$ cat src/rtl/id_ex_operand_stage.sv
// ID/EX pipeline register with operand forwarding into the ALU and load-use hazard detection.
// A taken branch (flush) or a load-use hazard turns the instruction entering EX into a bubble.
module id_ex_operand_stage #(
  parameter int DSIZE = 16,
  parameter int ASIZE = 3
) (
  input  logic             clk,
  input  logic             rst,
  input  logic             id_valid,
  input  logic [3:0]       id_op,
  input  logic [ASIZE-1:0] id_rs1_addr,
  input  logic [ASIZE-1:0] id_rs2_addr,
  input  logic             id_rs1_used,
  input  logic             id_rs2_used,
  input  logic [DSIZE-1:0] id_rs1_data,
  input  logic [DSIZE-1:0] id_rs2_data,
  input  logic [DSIZE-1:0] id_imm,
  input  logic             id_use_imm,
  input  logic [ASIZE-1:0] id_rd_addr,
  input  logic             id_wen,
  input  logic             id_is_load,
  input  logic             flush,
  input  logic [ASIZE-1:0] exm_rd,
  input  logic             exm_wen,
  input  logic             exm_is_load,
  input  logic [DSIZE-1:0] exm_result,
  input  logic [ASIZE-1:0] wb_rd,
  input  logic             wb_wen,
  input  logic [DSIZE-1:0] wb_data,
  output logic             stall,
  output logic [DSIZE-1:0] alu_a,
  output logic [DSIZE-1:0] alu_b,
  output logic [3:0]       alu_op,
  output logic [DSIZE-1:0] ex_store_data,
  output logic [DSIZE-1:0] ex_imm,
  output logic [ASIZE-1:0] ex_rd,
  output logic             ex_wen,
  output logic             ex_is_load,
  output logic             ex_valid
);

  logic [ASIZE-1:0] ex_rs1;
  logic [ASIZE-1:0] ex_rs2;
  logic [DSIZE-1:0] ex_rs1_data;
  logic [DSIZE-1:0] ex_rs2_data;
  logic             ex_use_imm;
  logic             haz;
  logic             bubble;
  logic [DSIZE-1:0] cap1;
  logic [DSIZE-1:0] cap2;
  logic [DSIZE-1:0] fwd1;
  logic [DSIZE-1:0] fwd2;

  // Newest producer wins; register 0 is hard-wired to zero and is never a match.
  function automatic logic [DSIZE-1:0] pick(
    input logic [ASIZE-1:0] rs,
    input logic [DSIZE-1:0] regval,
    input logic             near_ok,
    input logic [ASIZE-1:0] near_rd,
    input logic [DSIZE-1:0] near_val,
    input logic             far_ok,
    input logic [ASIZE-1:0] far_rd,
    input logic [DSIZE-1:0] far_val
  );
    if (rs == '0)                        return regval;
    else if (near_ok && near_rd == rs)   return near_val;
    else if (far_ok && far_rd == rs)     return far_val;
    else                                 return regval;
  endfunction

  // NOTE: every signal driven in always_comb gets a default first, so no path can infer a latch.
  always_comb begin
    haz = 1'b0;
    if (id_valid && ex_valid && ex_is_load && ex_wen && ex_rd != '0) begin
      haz = (id_rs1_used && id_rs1_addr == ex_rd) ||
            (id_rs2_used && id_rs2_addr == ex_rd);
    end
  end

  assign stall  = haz && !flush;
  assign bubble = flush || haz;

  // Write-through: a value being written back this cycle is newer than the register-file read.
  assign cap1 = pick(id_rs1_addr, id_rs1_data, 1'b0, '0, '0, wb_wen, wb_rd, wb_data);
  assign cap2 = pick(id_rs2_addr, id_rs2_data, 1'b0, '0, '0, wb_wen, wb_rd, wb_data);

  // NOTE: sequential state uses non-blocking assignments so every register samples pre-edge values.
  always_ff @(posedge clk) begin
    if (rst || bubble) begin
      ex_valid    <= 1'b0;
      ex_wen      <= 1'b0;
      ex_is_load  <= 1'b0;
      alu_op      <= 4'b0000;
      ex_rd       <= '0;
      ex_rs1      <= '0;
      ex_rs2      <= '0;
      ex_rs1_data <= '0;
      ex_rs2_data <= '0;
      ex_imm      <= '0;
      ex_use_imm  <= 1'b0;
    end else begin
      ex_valid    <= id_valid;
      ex_wen      <= id_wen && id_valid;
      ex_is_load  <= id_is_load;
      alu_op      <= id_op;
      ex_rd       <= id_rd_addr;
      ex_rs1      <= id_rs1_addr;
      ex_rs2      <= id_rs2_addr;
      ex_rs1_data <= cap1;
      ex_rs2_data <= cap2;
      ex_imm      <= id_imm;
      ex_use_imm  <= id_use_imm;
    end
  end

  // A load in EX/MEM has no data yet; its consumer was already held back by the stall.
  assign fwd1 = pick(ex_rs1, ex_rs1_data, exm_wen && !exm_is_load, exm_rd, exm_result,
                     wb_wen, wb_rd, wb_data);
  assign fwd2 = pick(ex_rs2, ex_rs2_data, exm_wen && !exm_is_load, exm_rd, exm_result,
                     wb_wen, wb_rd, wb_data);

  assign alu_a         = fwd1;
  assign alu_b         = ex_use_imm ? ex_imm : fwd2;
  assign ex_store_data = fwd2;

endmodule

$ cat config.mk
export PLATFORM = sky130hd
export DESIGN_NAME = id_ex_operand_stage
export DESIGN_NICKNAME = d
export VERILOG_FILES = /design/src/rtl/id_ex_operand_stage.sv
export SDC_FILE = /design/constraint.sdc
export NUM_CORES = 1
export LEC_CHECK = 0
export CAP_MARGIN = 20
export CORE_MARGIN = 4
export CORE_UTILIZATION = 55
export DETAILED_ROUTE_END_ITERATION = 7
export DONT_BUFFER_PORTS = 1
export PLACE_DENSITY_LB_ADDON = 0.2
export SLEW_MARGIN = 25
export SYNTH_ARGS = -nofsm -noshare
export SYNTH_HDL_FRONTEND = slang
export SYNTH_SLANG_ARGS = --single-unit
$ cat constraint.sdc
create_clock -name clk -period 3.85 [get_ports clk]
set_clock_uncertainty 0.2 [all_clocks]
set_input_delay 1.155 -clock clk [delete_from_list [all_inputs] [get_ports clk]]
set_output_delay 1.155 -clock clk [all_outputs]
set_load 0.01 [all_outputs]
==> reports/metrics.cfg <==
[status]
status = finished, final reports clean

[cts]
ctsHoldBuffers = 0
cts_buffer_depth = 2
cts_buffers = 9
cts-root-buf = clkbuf_8
cts_tree = built
cts_sinks = 65
clk_latency_ns = 0.34
ctsHtreeMaxLevel = 3
path_clk_slew_ns = 0.08

[die]
dieArea_um2 = 7390
start_util_pct = 56.5
die_w_um = 86.0
io_pins = 186
core_area_um2 = 5920
fp-row-count = 28
die_height_um = 86.0

[drt]
vias = 2995
wire_per_inst_um = 20.3
postRouteAntennaNets = 0
remaining_drc_errors = 0
firstDrtPassIters = 4
drt_iter0_markers = 173
vias_per_cell = 5.97
totalWireLength_mm = 10.2

[timing]
worstMarginPinSlew_ns = 0.575
period_share_pct = 96.7
setup_slack_ns = 0.127
rsz0062_at_grt = no
tns_ns = 0
maxSlewViolCount = 0
timing.fmax_ghz = 0.269
timing.max_slew.rel_slack_pct = 61.7
fin_crit_ns = 3.72
hold_viol_final = 0
whs_ns = 0.727
finalSetupViolations = 0

[setup_path]
crit_path_max_fanout = 16
cp_data_arrival_time_ns = 2.37
cp-start-kind = input pin
critical_path_class = input pin to primary output
cp_data_required_time_ns = 2.49
critPathCaptureType = primary output

[final_layout]
seqCellArea_um2 = 1300
multi_input_area_um2 = 1900
syn2layout_area_growth_pct = 16.2
fin_cells = 502
nFillCells = 525
final_nets = 533
antennaDiodeCount = 0
drive_above_1_share_pct = 19.4

[placed_design]
port_buffers = 0
dp_slack_ns = 0.152
numPlacedInstances = 486
dp_hpwl_mm = 7.79
place_congestion = 0.911

[power]
p_leak_nw = 1.58
p_per_area_nw_per_um2 = 433
ir_drop_v = 0.000308

[synthesis]
netlist_instances = 399
postSynthAreaPerCell_um2 = 8.38
synth_adder_area_share_pct = 0
ys_ff_latch = 65
synth_cell_type_count = 31
synthMuxAreaShare_pct = 9.58
synth_xor_area_share_pct = 5.76
synth.net_count = 510
synth-compound-area-share_pct = 20.2
synthSimpleGateAreaFrac_pct = 21.1
netlist_area_um2 = 3340
yosys_warnings = 0
ys_seq_area_share_pct = 38.9
synth_top_family_by_area = simple AND/OR/NAND/NOR gates

[global_route]
grt_pass1_wl_mm = 15.7
grt_use_total_pct = 27.5
antenna_found_initial = 0
grt_max_degree = 35
grt_pass1_vias = 2898
overflow = 0

[hold_path]
hold_class = input pin to flip-flop

[run]
maxCapViolations = 0

-- final timing paths --
kind              cells past startpoint                         end                start  slack (ns)
setup reg to reg                      6  ex_rs2_data[11]$_SDFF_PP0_  ex_rd[0]$_SDFF_PP0_        1.59
setup / recovery                      7                    alu_b[3]              exm_wen        0.13
hold / removal                        1        ex_imm[7]$_SDFF_PP0_            id_imm[7]        0.73
hold reg to reg                       5        ex_imm[7]$_SDFF_PP0_  ex_valid$_SDFF_PP0_        0.85
-- Yosys cell counts --
library cell,n,area (um^2)
a21o_1,16,120
o22ai_1,16,100
nor3_2,1,10.0
or3_1,2,12.5
buf_4,1,7.51
and4_1,1,8.76
a21oi_2,3,26.3
o21ai_0,23,115
nand2b_1,1,6.26
o21ai_1,11,55.1
xor2_1,4,35.0
nor2_2,20,125
a21boi_2,1,11.3
and3_1,1,6.26
nand4_1,7,43.8
nor3_1,2,10.0
inv_1,3,11.3
nor2b_1,2,12.5
xnor2_1,18,158
or2_4,1,8.76
nor4_4,2,42.5
a21oi_1,48,240
a211oi_1,1,7.51
and2_1,30,188
buf_2,10,50.1
clkbuf_1,12,45.0
nand2_1,16,60.1
dfxtp_1,65,1300
buf_6,3,33.8
mux2i_1,32,320
nor2_1,46,173
-- report_power, final --
group          internal [mW]  total [mW]  switching [mW]
registers              0.701       0.723          0.0222
clock network          0.434       0.711           0.278
logic                  0.108       0.248           0.140
total                   1.24        1.68           0.440
-- routing by layer --
layer	part of all wire [%]	track usage (%)	vias up
met3	12	9.13	24
met1	40	35.7	1355
li1	-	-	1421
met4	2.6	11.4	0
met5	0	0	-
met2	45	41.8	195
-- metrics by stage --
stage | power [mW] | utilization (%) | area (um^2)
after floorplan | 0.916 | - | 3340
after global placement | 0.980 | 61.5 | 3640
after detailed placement | 0.986 | 61.5 | 3640
after CTS | 1.69 | 65.7 | 3890
after global routing | 1.75 | 65.7 | 3890
final | 1.68 | 65.7 | 3890
-- sequential cells by signal (all words and copies together) (netlist names) --
name	cells
ex_rs2_data	16
ex_rs1	3
ex_imm	16
ex_valid	1
alu_op	4
ex_use_imm	1
ex_rs2	3
ex_is_load	1
ex_wen	1
ex_rs1_data	16
ex_rd	3
-- layout by cell type, fill, tap and decap left out, types with 2 or more instances in the layout --
cell type | Yosys | layout
o22ai_1 | 16 | 16
a21o_1 | 16 | 16
buf_12 | 0 | 4
o21ai_0 | 23 | 17
nor2_1 | 46 | 46
nand4_1 | 7 | 7
inv_1 | 3 | 3
nor3_2 | 1 | 2
clkbuf_8 | 0 | 9
and2_1 | 30 | 30
buf_4 | 1 | 34
nor2b_1 | 2 | 2
a21oi_2 | 3 | 3
xnor2_1 | 18 | 18
nor4_4 | 2 | 2
xor2_1 | 4 | 4
mux2i_1 | 32 | 32
a21oi_1 | 48 | 48
o21ai_1 | 11 | 17
clkinv_4 | 0 | 3
nand2_1 | 16 | 16
bufinv_16 | 0 | 3
dfxtp_1 | 65 | 65
nor2_2 | 20 | 20
-- layout make-up --
type | count | share of cell area [%]
Clock buffer | 10 | 3.28
Clock inverter | 6 | 2.99
Inverter | 3 | 0.290
Multi-Input combinational cell | 305 | 48.9
Sequential cell | 65 | 33.5
Tap cell | 75 | 2.41
Timing Repair Buffer | 38 | 8.63
-- critical path: stages --
cell	delay [ns]
nor2b_1	0.18
nand4_1	0.18
a21oi_2	0.23
buf_12	0.17
nor2_1	0.06
o21ai_0	0.22
buf_4	0.17
-- repair_timing --
item / 4_1_cts / 5_1_grt
resized for setup: 0 / 6
setup endpoints to repair: 0 / 5
setup buffers: 0 / 0
-- cell families (layout without fill, tap and decap cells) --
family	Yosys count	count (layout)
buffers and inverters	29	57
xor gates and xnor gates	22	22
muxes	32	32
AOI/OAI and AO/OA	119	119
DFF	65	65
and+or+nand+nor	132	132
(Power assumes the default switching activity.)
